**config.mk**
```make
export PLATFORM = sky130hd
export DESIGN_NAME = banco_regs_param_flat
export DESIGN_NICKNAME = d
export VERILOG_FILES = /design/src/rtl/banco_pkg.sv /design/src/rtl/banco_regs_if.sv /design/src/rtl/banco_clr_fsm.sv /design/src/rtl/banco_regs_param.sv /design/src/flat_wrapper.sv
export SDC_FILE = /design/constraint.sdc
export NUM_CORES = 2
export LEC_CHECK = 0
export BUFFER_PORTS_ARGS = -buffer_cell sky130_fd_sc_hd__buf_4
export CAP_MARGIN = 20
export CORE_AREA = 4 4 320 322
export DETAILED_ROUTE_END_ITERATION = 10
export DIE_AREA = 0 0 324 326
export PLACE_DENSITY_LB_ADDON = 0.08
export SLEW_MARGIN = 20
export SYNTH_ARGS = -nofsm -noshare
export SYNTH_HDL_FRONTEND = slang
export SYNTH_HIERARCHICAL = 1
export SYNTH_SLANG_ARGS = --single-unit
```
**constraint.sdc**
```tcl
create_clock -name clk -period 2.7 [get_ports clk]
set_clock_uncertainty 0.15 [all_clocks]
set_input_delay 0.54 -clock clk [delete_from_list [all_inputs] [get_ports clk]]
set_output_delay 0.54 -clock clk [all_outputs]
set_load 0.005 [all_outputs]
```
**src/rtl/banco_pkg.sv**
```systemverilog
// Shared types and default widths for the parametrised register bank.
package banco_pkg;

    typedef enum logic {
        IDLE  = 1'b0,
        CLEAR = 1'b1
    } banco_state_e;

    localparam int DEF_DATA_W = 32;
    localparam int DEF_ADDR_W = 5;

endpackage

```
**src/rtl/banco_regs_if.sv**
```systemverilog
// Port bundle of the register bank: decode-side reads, writeback-side write, clear control.
interface banco_regs_if #(
    parameter int DATA_W = 32,
    parameter int ADDR_W = 5
);
    // No valid/ready pair: reads are combinational every cycle. A write is taken
    // on any edge with we=1 and busy=0. clr_req is honoured only while busy=0,
    // and clr_done pulses for one cycle once the last entry has been cleared.
    logic [ADDR_W-1:0] rd_addr1;
    logic [ADDR_W-1:0] rd_addr2;
    logic [DATA_W-1:0] rd_data1;
    logic [DATA_W-1:0] rd_data2;
    logic              we;
    logic [ADDR_W-1:0] wr_addr;
    logic [DATA_W-1:0] wr_data;
    logic              clr_req;
    logic              busy;
    logic              clr_done;

    modport master (
        output rd_addr1, rd_addr2, we, wr_addr, wr_data, clr_req,
        input  rd_data1, rd_data2, busy, clr_done
    );

    modport slave (
        input  rd_addr1, rd_addr2, we, wr_addr, wr_data, clr_req,
        output rd_data1, rd_data2, busy, clr_done
    );

endinterface

```
**src/rtl/banco_clr_fsm.sv**
```systemverilog
// Sequential clear engine: walks a pointer over every entry, one per edge,
// and pulses clr_done in the cycle after the last entry is zeroed.
module banco_clr_fsm
    import banco_pkg::*;
#(
    parameter int ADDR_W = DEF_ADDR_W
) (
    input  logic              clk,
    input  logic              rst_n,
    input  logic              clr_req,
    output logic              busy,
    output logic              clr_done,
    output logic              clr_we,
    output logic [ADDR_W-1:0] clr_addr,
    output banco_state_e      state
);

    localparam logic [ADDR_W-1:0] LAST = '1;

    banco_state_e      state_n;
    logic [ADDR_W-1:0] ptr, ptr_n;
    logic              done_n;

    always_ff @(posedge clk or negedge rst_n) begin
        if (!rst_n) begin
            state    <= IDLE;
            ptr      <= '0;
            clr_done <= 1'b0;
        end else begin
            state    <= state_n;
            ptr      <= ptr_n;
            clr_done <= done_n;
        end
    end

    always_comb begin
        state_n = state;
        ptr_n   = ptr;
        done_n  = 1'b0;
        clr_we  = 1'b0;
        case (state)
            IDLE: begin
                if (clr_req) begin
                    state_n = CLEAR;
                    ptr_n   = '0;
                end
            end
            CLEAR: begin
                clr_we = 1'b1;
                ptr_n  = ptr + 1'b1;
                // The edge that zeroes the last entry also closes the clear.
                if (ptr == LAST) begin
                    state_n = IDLE;
                    done_n  = 1'b1;
                end
            end
            default: state_n = IDLE;
        endcase
    end

    assign busy     = (state == CLEAR);
    assign clr_addr = ptr;

endmodule

```
**src/rtl/banco_regs_param.sv**
```systemverilog
// Parametrised register file: two combinational read ports, one synchronous
// write port, optional zero entry, optional write bypass, on-demand clear.
module banco_regs_param
    import banco_pkg::*;
#(
    parameter int DATA_W   = DEF_DATA_W,
    parameter int ADDR_W   = DEF_ADDR_W,
    parameter bit ZERO_REG = 1'b1,
    parameter bit BYPASS   = 1'b1
) (
    input  logic         clk,
    input  logic         rst_n,
    banco_regs_if.slave  bus,
    output banco_state_e dbg_state
);

    localparam int DEPTH = 2 ** ADDR_W;

    logic [DATA_W-1:0] mem [DEPTH];
    logic              busy, clr_done, clr_we;
    logic [ADDR_W-1:0] clr_addr;
    logic              wr_ok;
    logic [DATA_W-1:0] rd1, rd2;

    banco_clr_fsm #(.ADDR_W(ADDR_W)) u_clr (
        .clk      (clk),
        .rst_n    (rst_n),
        .clr_req  (bus.clr_req),
        .busy     (busy),
        .clr_done (clr_done),
        .clr_we   (clr_we),
        .clr_addr (clr_addr),
        .state    (dbg_state)
    );

    // Port writes are dropped while clearing and when they target the zero entry.
    assign wr_ok = bus.we && !busy && !(ZERO_REG && (bus.wr_addr == '0));

    always_ff @(posedge clk or negedge rst_n) begin
        if (!rst_n) begin
            for (int i = 0; i < DEPTH; i++) mem[i] <= '0;
        end else if (clr_we) begin
            mem[clr_addr] <= '0;
        end else if (wr_ok) begin
            mem[bus.wr_addr] <= bus.wr_data;
        end
    end

    always_comb begin
        rd1 = mem[bus.rd_addr1];
        rd2 = mem[bus.rd_addr2];
        if (BYPASS && wr_ok && (bus.wr_addr == bus.rd_addr1)) rd1 = bus.wr_data;
        if (BYPASS && wr_ok && (bus.wr_addr == bus.rd_addr2)) rd2 = bus.wr_data;
        if (ZERO_REG && (bus.rd_addr1 == '0)) rd1 = '0;
        if (ZERO_REG && (bus.rd_addr2 == '0)) rd2 = '0;
    end

    assign bus.rd_data1 = rd1;
    assign bus.rd_data2 = rd2;
    assign bus.busy     = busy;
    assign bus.clr_done = clr_done;

endmodule
```
**src/flat_wrapper.sv**
```systemverilog
// flat-port wrapper written by rule: the top's interface ports become plain ports
module banco_regs_param_flat import banco_pkg::*;
#(
    parameter int DATA_W   = DEF_DATA_W,
    parameter int ADDR_W   = DEF_ADDR_W,
    parameter bit ZERO_REG = 1'b1,
    parameter bit BYPASS   = 1'b1
)
  (clk, rst_n, dbg_state, bus_rd_addr1, bus_rd_addr2, bus_we, bus_wr_addr, bus_wr_data, bus_clr_req, bus_rd_data1, bus_rd_data2, bus_busy, bus_clr_done);
  banco_regs_if #(.DATA_W(DATA_W), .ADDR_W(ADDR_W)) bus_i ();
  input  logic clk;
  input  logic rst_n;
  output banco_state_e dbg_state;
  input wire logic [$bits(bus_i.rd_addr1)-1:0] bus_rd_addr1;
  input wire logic [$bits(bus_i.rd_addr2)-1:0] bus_rd_addr2;
  input wire logic [$bits(bus_i.we)-1:0] bus_we;
  input wire logic [$bits(bus_i.wr_addr)-1:0] bus_wr_addr;
  input wire logic [$bits(bus_i.wr_data)-1:0] bus_wr_data;
  input wire logic [$bits(bus_i.clr_req)-1:0] bus_clr_req;
  output wire logic [$bits(bus_i.rd_data1)-1:0] bus_rd_data1;
  output wire logic [$bits(bus_i.rd_data2)-1:0] bus_rd_data2;
  output wire logic [$bits(bus_i.busy)-1:0] bus_busy;
  output wire logic [$bits(bus_i.clr_done)-1:0] bus_clr_done;
  assign bus_i.rd_addr1 = bus_rd_addr1;
  assign bus_i.rd_addr2 = bus_rd_addr2;
  assign bus_i.we = bus_we;
  assign bus_i.wr_addr = bus_wr_addr;
  assign bus_i.wr_data = bus_wr_data;
  assign bus_i.clr_req = bus_clr_req;
  assign bus_rd_data1 = bus_i.rd_data1;
  assign bus_rd_data2 = bus_i.rd_data2;
  assign bus_busy = bus_i.busy;
  assign bus_clr_done = bus_i.clr_done;
  banco_regs_param #(.DATA_W(DATA_W), .ADDR_W(ADDR_W), .ZERO_REG(ZERO_REG), .BYPASS(BYPASS)) u_core (.clk(clk), .rst_n(rst_n), .bus(bus_i), .dbg_state(dbg_state));
endmodule
```
Word-level counts from Yosys, hierarchy flattened:

Cells that the tools add are included.

* register bits after elaboration: 1031
* output and inout port bits: 67
* input bits: 51
* logic and storage cells: 90

* equal/unequal tests: 4
* order comparisons: 6
* bitwise logic cells: 7
* reduce and logical (&&, ||, !) cells: 12
* multiplexer cells: 25
* add/subtract/negate cells: 1

Operators with widths (count)
* $mux W1024: 2
* $and A1024 B1024 Y1024: 1
* $bwmux W1024: 1
* $not A1024 Y1024: 1
* $bmux W32 S5: 2
* $demux W32 S5: 2
* $mux W32: 10
* $ge A6 B6 Y1 const B: 4
* $not A5 Y6: 4
* $logic_not A5 Y1: 3
* $lt A6 B1 Y1 const B: 2
* $eq A5 B5 Y1: 2
* $pmux W5 S2: 1
* $logic_and A1 B1 Y1: 6
* $add A5 B1 Y5 const B: 1
* $eq A5 B5 Y1 const B: 1
* $mux W1: 5
* $mux W5: 1
* $logic_not A1 Y1: 2
* $ne A2 B2 Y1 const B: 1
* $pmux W1 S2: 1
* $reduce_bool A2 Y1: 1
* $not A1 Y1: 1

Depth between registers and ports, before layout:

* depth after elaboration: 8
* mapped depth: 11
* mapped depth without buffers: 6

Hierarchy:

Netlist, hierarchy kept.

Modules (own cells, without submodules)
* banco_regs_param: area an instance 54208.2 um^2, instances 1, sequential area each 25624.6 um^2, cells an instance 4178
* banco_clr_fsm: area an instance 352.8 um^2, instances 1, sequential area each 175.2 um^2, cells an instance 31

Worst setup path before layout:

No wires, ideal clock.

* path type: input port to output port
* from: input port bus_rd_addr1[0]
* to: output port bus_rd_data1[12]
* setup slack: -86 ps
* stages on the path: 7
* arrival time: 2096 ps
* buffers on the path: 3
* data required time: 2010 ps
* path through: buf_4 buf_6 buf_2 mux4_2 a22oi_1 a21oi_1 a211o_1

* word-level cells in the longest chain between the ends: 6
* elaborated cells between the ends (all ways): 9
* those cells by class: eq/ne (1); mux (5); bitwise (1); reduce/logical (2)

Ends and longest elaborated chain
* from (decl): RTL line flat_wrapper.sv:14 `input wire logic [$bits(bus_i.rd_addr1)-1:0] bus_rd_addr1;`
* $not A5 Y6 (implied by the code): RTL line banco_regs_param.sv:50 `rd1 = mem[bus.rd_addr1];`
* $bmux W32 S5: RTL line banco_regs_param.sv:50
* $mux W32 (implied by the code) (2 in series): RTL line banco_regs_param.sv:50
* $mux W32: RTL line banco_regs_param.sv:52 `if (BYPASS && wr_ok && (bus.wr_addr == bus.rd_addr1)) rd1 = bus.wr_data;`
* $mux W32 *: RTL line banco_regs_param.sv:54 `if (ZERO_REG && (bus.rd_addr1 == '0)) rd1 = '0;`
* to (decl): RTL line flat_wrapper.sv:20 `output wire logic [$bits(bus_i.rd_data1)-1:0] bus_rd_data1;`

Every way passes the cells marked *; elsewhere a longest branch is shown, timed or not. The select of a mux whose other input is x is not followed.

Worst setup path in the final report:

* from: register u_core.u_clr.state, in the netlist u_core/u_clr/busy
* to: output port bus_rd_data2[13]

* word-level cells in the longest chain between the ends: 6

Ends and longest elaborated chain
* from (decl): RTL line banco_clr_fsm.sv:15 `output banco_state_e state`
* from (signal assigned): RTL line banco_clr_fsm.sv:30 `state <= state_n;`
* $logic_not A1 Y1: RTL line banco_regs_param.sv:37 `assign wr_ok = bus.we && !busy && !(ZERO_REG && (bus.wr_addr == '0));`
* $logic_and A1 B1 Y1 (2 in series): RTL line banco_regs_param.sv:37
* $logic_and A1 B1 Y1: RTL line banco_regs_param.sv:53 `if (BYPASS && wr_ok && (bus.wr_addr == bus.rd_addr2)) rd2 = bus.wr_data;`
* $mux W32: RTL line banco_regs_param.sv:53
* $mux W32: RTL line banco_regs_param.sv:55 `if (ZERO_REG && (bus.rd_addr2 == '0)) rd2 = '0;`
* to (decl): RTL line flat_wrapper.sv:21 `output wire logic [$bits(bus_i.rd_data2)-1:0] bus_rd_data2;`

No other way between the ends.

==> metrics list <==
* Run status: finished, violations left
* Violations in the final reports: setup timing
- Layout cell share with drive strength beyond 1: 38.6%
* Highest attainable clock frequency: 0.292 GHz
- The routed layout has 47452 vias.
* Measured slew at the worst slew-check pin: 1040 ps
- Global routing used 45.3% of the available tracks.
- On the worst path, the slowest cell contributes a delay of 370 ps.
* Final critical delay including setup and external delays: 3420 ps
* Net total in the final layout: 4771
* Total power per unit cell area: 580 nW/um^2
- Post-Synthesis Cells: 4209
- From bottom edge to top edge, the die measures 326 um.
- In the post-route analysis, the smallest setup slack over all paths is -725 ps.
- In this run the worst hold path is classified as in2reg.
- Dividing the detail-routed wire length by the instance count gives 39.6 um.
- Most used flip-flop cell after synthesis: sky130_fd_sc_hd__dfrtp_1
- Setup repair after global routing could not meet its margin everywhere.
* Final hold violations: 0
- Maximum buffer depth of the clock tree: 3
- Part of the cycle the worst path needs: 127%
- CTS built an H-tree with a depth of 3.
* Placed standard-cell area: 62500 um^2
- Summing the areas of all and, or, nand and nor instances in the mapped netlist gives 3.97% of the synthesized area.
* Drt first pass iters: 6
- Across the run, the number of max-cap violations was 0.
- The finished cells cover 70300 um^2.
- TritonCTS built the clock tree.
* Total setup violations reported at the end of the flow: 64
- Multiplexer fraction of the synthesized cell area: 21.4%
- At the end of routability-driven placement, the weighted congestion stood at about 1.
- Maximum number of pins on one net before global-route repair: about 130
- STA puts the critical path data arrival time at roughly 2700 ps.
- For this block, the routed nets add up to around 240000 um of wire.
- Grouping stages by cell kind, the critical path spends the most delay in compound AO/OA/AOI/OAI gates.
- Die footprint: around 110000 um^2
- I/O Pins: approximately 120
* Proportion of synthesized flip-flops having asynchronous set or reset: 100%
* Commonest non-fill, non-tap cells in the layout: 1031 x sky130_fd_sc_hd__dfrtp_1, 1006 x sky130_fd_sc_hd__a22o_1, 624 x sky130_fd_sc_hd__buf_4, 348 x sky130_fd_sc_hd__mux2i_1, 336 x sky130_fd_sc_hd__mux4_2
* Post-synthesis share of cell area spent on xor and xnor gates: less than 1%
- The worst-case IR drop observed on VDD is around 0.5 mV.
- The number of nets in the synthesized netlist is 4262.
- After detailed routing, the number of remaining DRC violations is 0.
* Critical Path Sink Type: output port
* First-pass GRT wire length: ~340000 um
- Total grt overflow: 0
* Kind of start point of the critical path: register
- Along the worst path, the maximum fanout reaches 8.
* Syn avg cell area: ~13 um^2
* Vias in the first global route: 47151
- Yosys mapped a number of flops with a built-in enable equal to 0.
- Buffers placed on the I/O ports in this run total around 120.
* DP Wirelength: about 150000 um
- Headroom to the max-slew limit came out at between 30% and 40%.
* Effective utilization at floorplan: 54.8%
- Post-synthesis adder-cell area fraction: 0.0459%
- The initial antenna violation count is 7.
- Yosys printed 6 warnings.
- Non-Filler Instances: 6123
* Initial detailed-routing violation count: 7216
- After clock tree synthesis, the clock-pin slew on the worst setup and hold paths is 60 ps.
- The critical path contains buffers and inverters numbering 4 combined.
- Layout overhead on the synthesized area: 28.9%
- Root buffer cell: sky130_fd_sc_hd__clkbuf_16
- Sequence of cells on the critical path: nand2b_4 -> a21oi_4 -> nand4_1 -> buf_6 -> buf_12 -> buf_16 -> o211ai_1 -> o22ai_1 -> nor2_1 -> buf_4
- Core Box Area: 99600 um^2
* Sequential element share of the synthesized area: 47.3%
- Most frequent standard cell in the layout excluding fill and tap cells: sky130_fd_sc_hd__dfrtp_1
- The critical path is of the reg2out type.
* Seq cells post-synth: roughly 1000
- For the worst setup path, the data required time is roughly 2000 ps.
* Number of rows in the core area: ~120
* Clk Latency, worst-skew pair: 720 ps
- In this run, CTS created clock tree buffers numbering 112.
- After synthesis, the netlist uses 70 different library cells.
- Count of nets left with antenna violations after detail routing: 0
- Measured along the x axis, the die boundary spans 324 um.
- The analysis attributes to cell leakage a power of 31.9 nW.
- In this run the cell area of the synthesized design comes to 54600 um^2.
* Number of cells in the design after placement: 5801
* Via/cell ratio: 7.75
- Critical Path Slowest Stage Cell: sky130_fd_sc_hd__dfrtp_1
* Dominant combinational cell family by area after synthesis: compound AO/OA/AOI/OAI gates
- Compound-cell area share of the yosys netlist: 22.0%
* Final max-slew violation count: 0
- TritonCTS Sinks: a little over 1000
## worst paths after layout
path | from | endpoint | slack [ps] | cells past startpoint
setup reg to reg | u_core/u_clr/busy | u_core/mem[591] | 120 | 8
min in group asynchronous | rst_n | u_core/mem[969] | 120 | 2
max in group asynchronous | rst_n | u_core/mem[239] | 1230 | 3
hold / removal | bus_wr_data[0] | u_core/mem[960] | 20 | 2
hold reg to reg | u_core/mem[998] | u_core/mem[998] | 360 | 1
setup / recovery | u_core/u_clr/busy | bus_rd_data2[13] | -720 | 10
## flip-flops by register name, indices dropped and copies added (netlist names)
name / count
u_core/u_clr/clr_done: 1
u_core/u_clr/busy: 1
u_core/u_clr/clr_addr: 5
u_core/mem: 1024
## worst reg2reg max path, delay by kind of cell, from the launching register on
family | cells | cell delay (ps)
buffers and inverters | 3 | 950
AND/OR/NAND/NOR | 4 | 760
flip-flops | 1 | 370
AO/OA/AOI/OAI | 1 | 290
## per-stage QoR
step | total power, mW | TNS (ps) | setup WS, ps | hold slack (ps) | util, %
after floorplan | 19.5 | -40.8 | -14.5 | 94.4 | -
after global placement | 23.8 | -40650 | -1160 | 261 | 62.8
after detailed placement | 23.9 | -40120 | -1100 | 254 | 62.8
after CTS | 40.2 | -35570 | -723 | 2.66 | 69.3
after global routing | 41.6 | -39630 | -782 | 16.9 | 70.6
final | 40.8 | -36120 | -725 | 22.3 | 70.6
## report_power, final
part | switching, mW | total (mW) | internal [mW]
combinational | 5.18 | 8.30 | 3.12
sequential | 0.446 | 16.3 | 15.8
clock | 6.75 | 16.2 | 9.48
## synth_stat cells (all sizes together) (33+ instances only)
library cell	instances	share of area (%)
a21oi	75	0.69
and2	35	0.40
nand3	33	0.31
nor3	95	0.88
nor2	130	0.92
a221oi	72	1.2
a22oi	49	0.67
nand2	78	0.54
o22ai	64	0.73
a22o	1006	16
dfrtp	1031	47
clkbuf	328	2.3
buf	208	2.9
mux2i	361	6.6
o21ai	78	0.72
mux4	344	14
## cells by family after synthesis
| family | Yosys count |
|---|---|
| multiplexers | 728 |
| AO/OA/AOI/OAI | 1450 |
| buffers and inverters | 545 |
| XOR/XNOR | 12 |
| adder cells (fa/ha/maj) | 2 |
| flip-flops | 1031 |
| AND/OR/NAND/NOR | 441 |
## what timing repair did
action | 4_1_cts | 5_1_grt
gates cloned | 9 | 6
pin swaps | 118 | 84
hold buffers | 3 | 0
hold endpoints to repair | 246 | 0
setup endpoints to repair | 64 | 64
buffers inserted | 86 | 55
resized for setup | 404 | 203
## area by class of cell
type,count,area (um^2)
clock inverters,41,483
fillers,6794,29200
diodes,12,30.0
inverters,9,33.8
clock buffers,168,3350
flip-flops and latches,1031,25800
repair buffers,931,10200
well taps,1298,1620
multi-input cells,2633,28800
## routing by layer
metal  share of wire [%]  global-route usage, %  wire length (um)  up-vias
li1                    -                      -                 -    17894
met1                  35                   59.7             85800    24070
met2                  41                   62.0             99400     4352
met3                  16                   19.7             39000     1132
met4                 7.5                   26.7             18300        4
met5               0.022                   1.11                54        -
No activity file was read; power rests on OpenSTA's default activity.
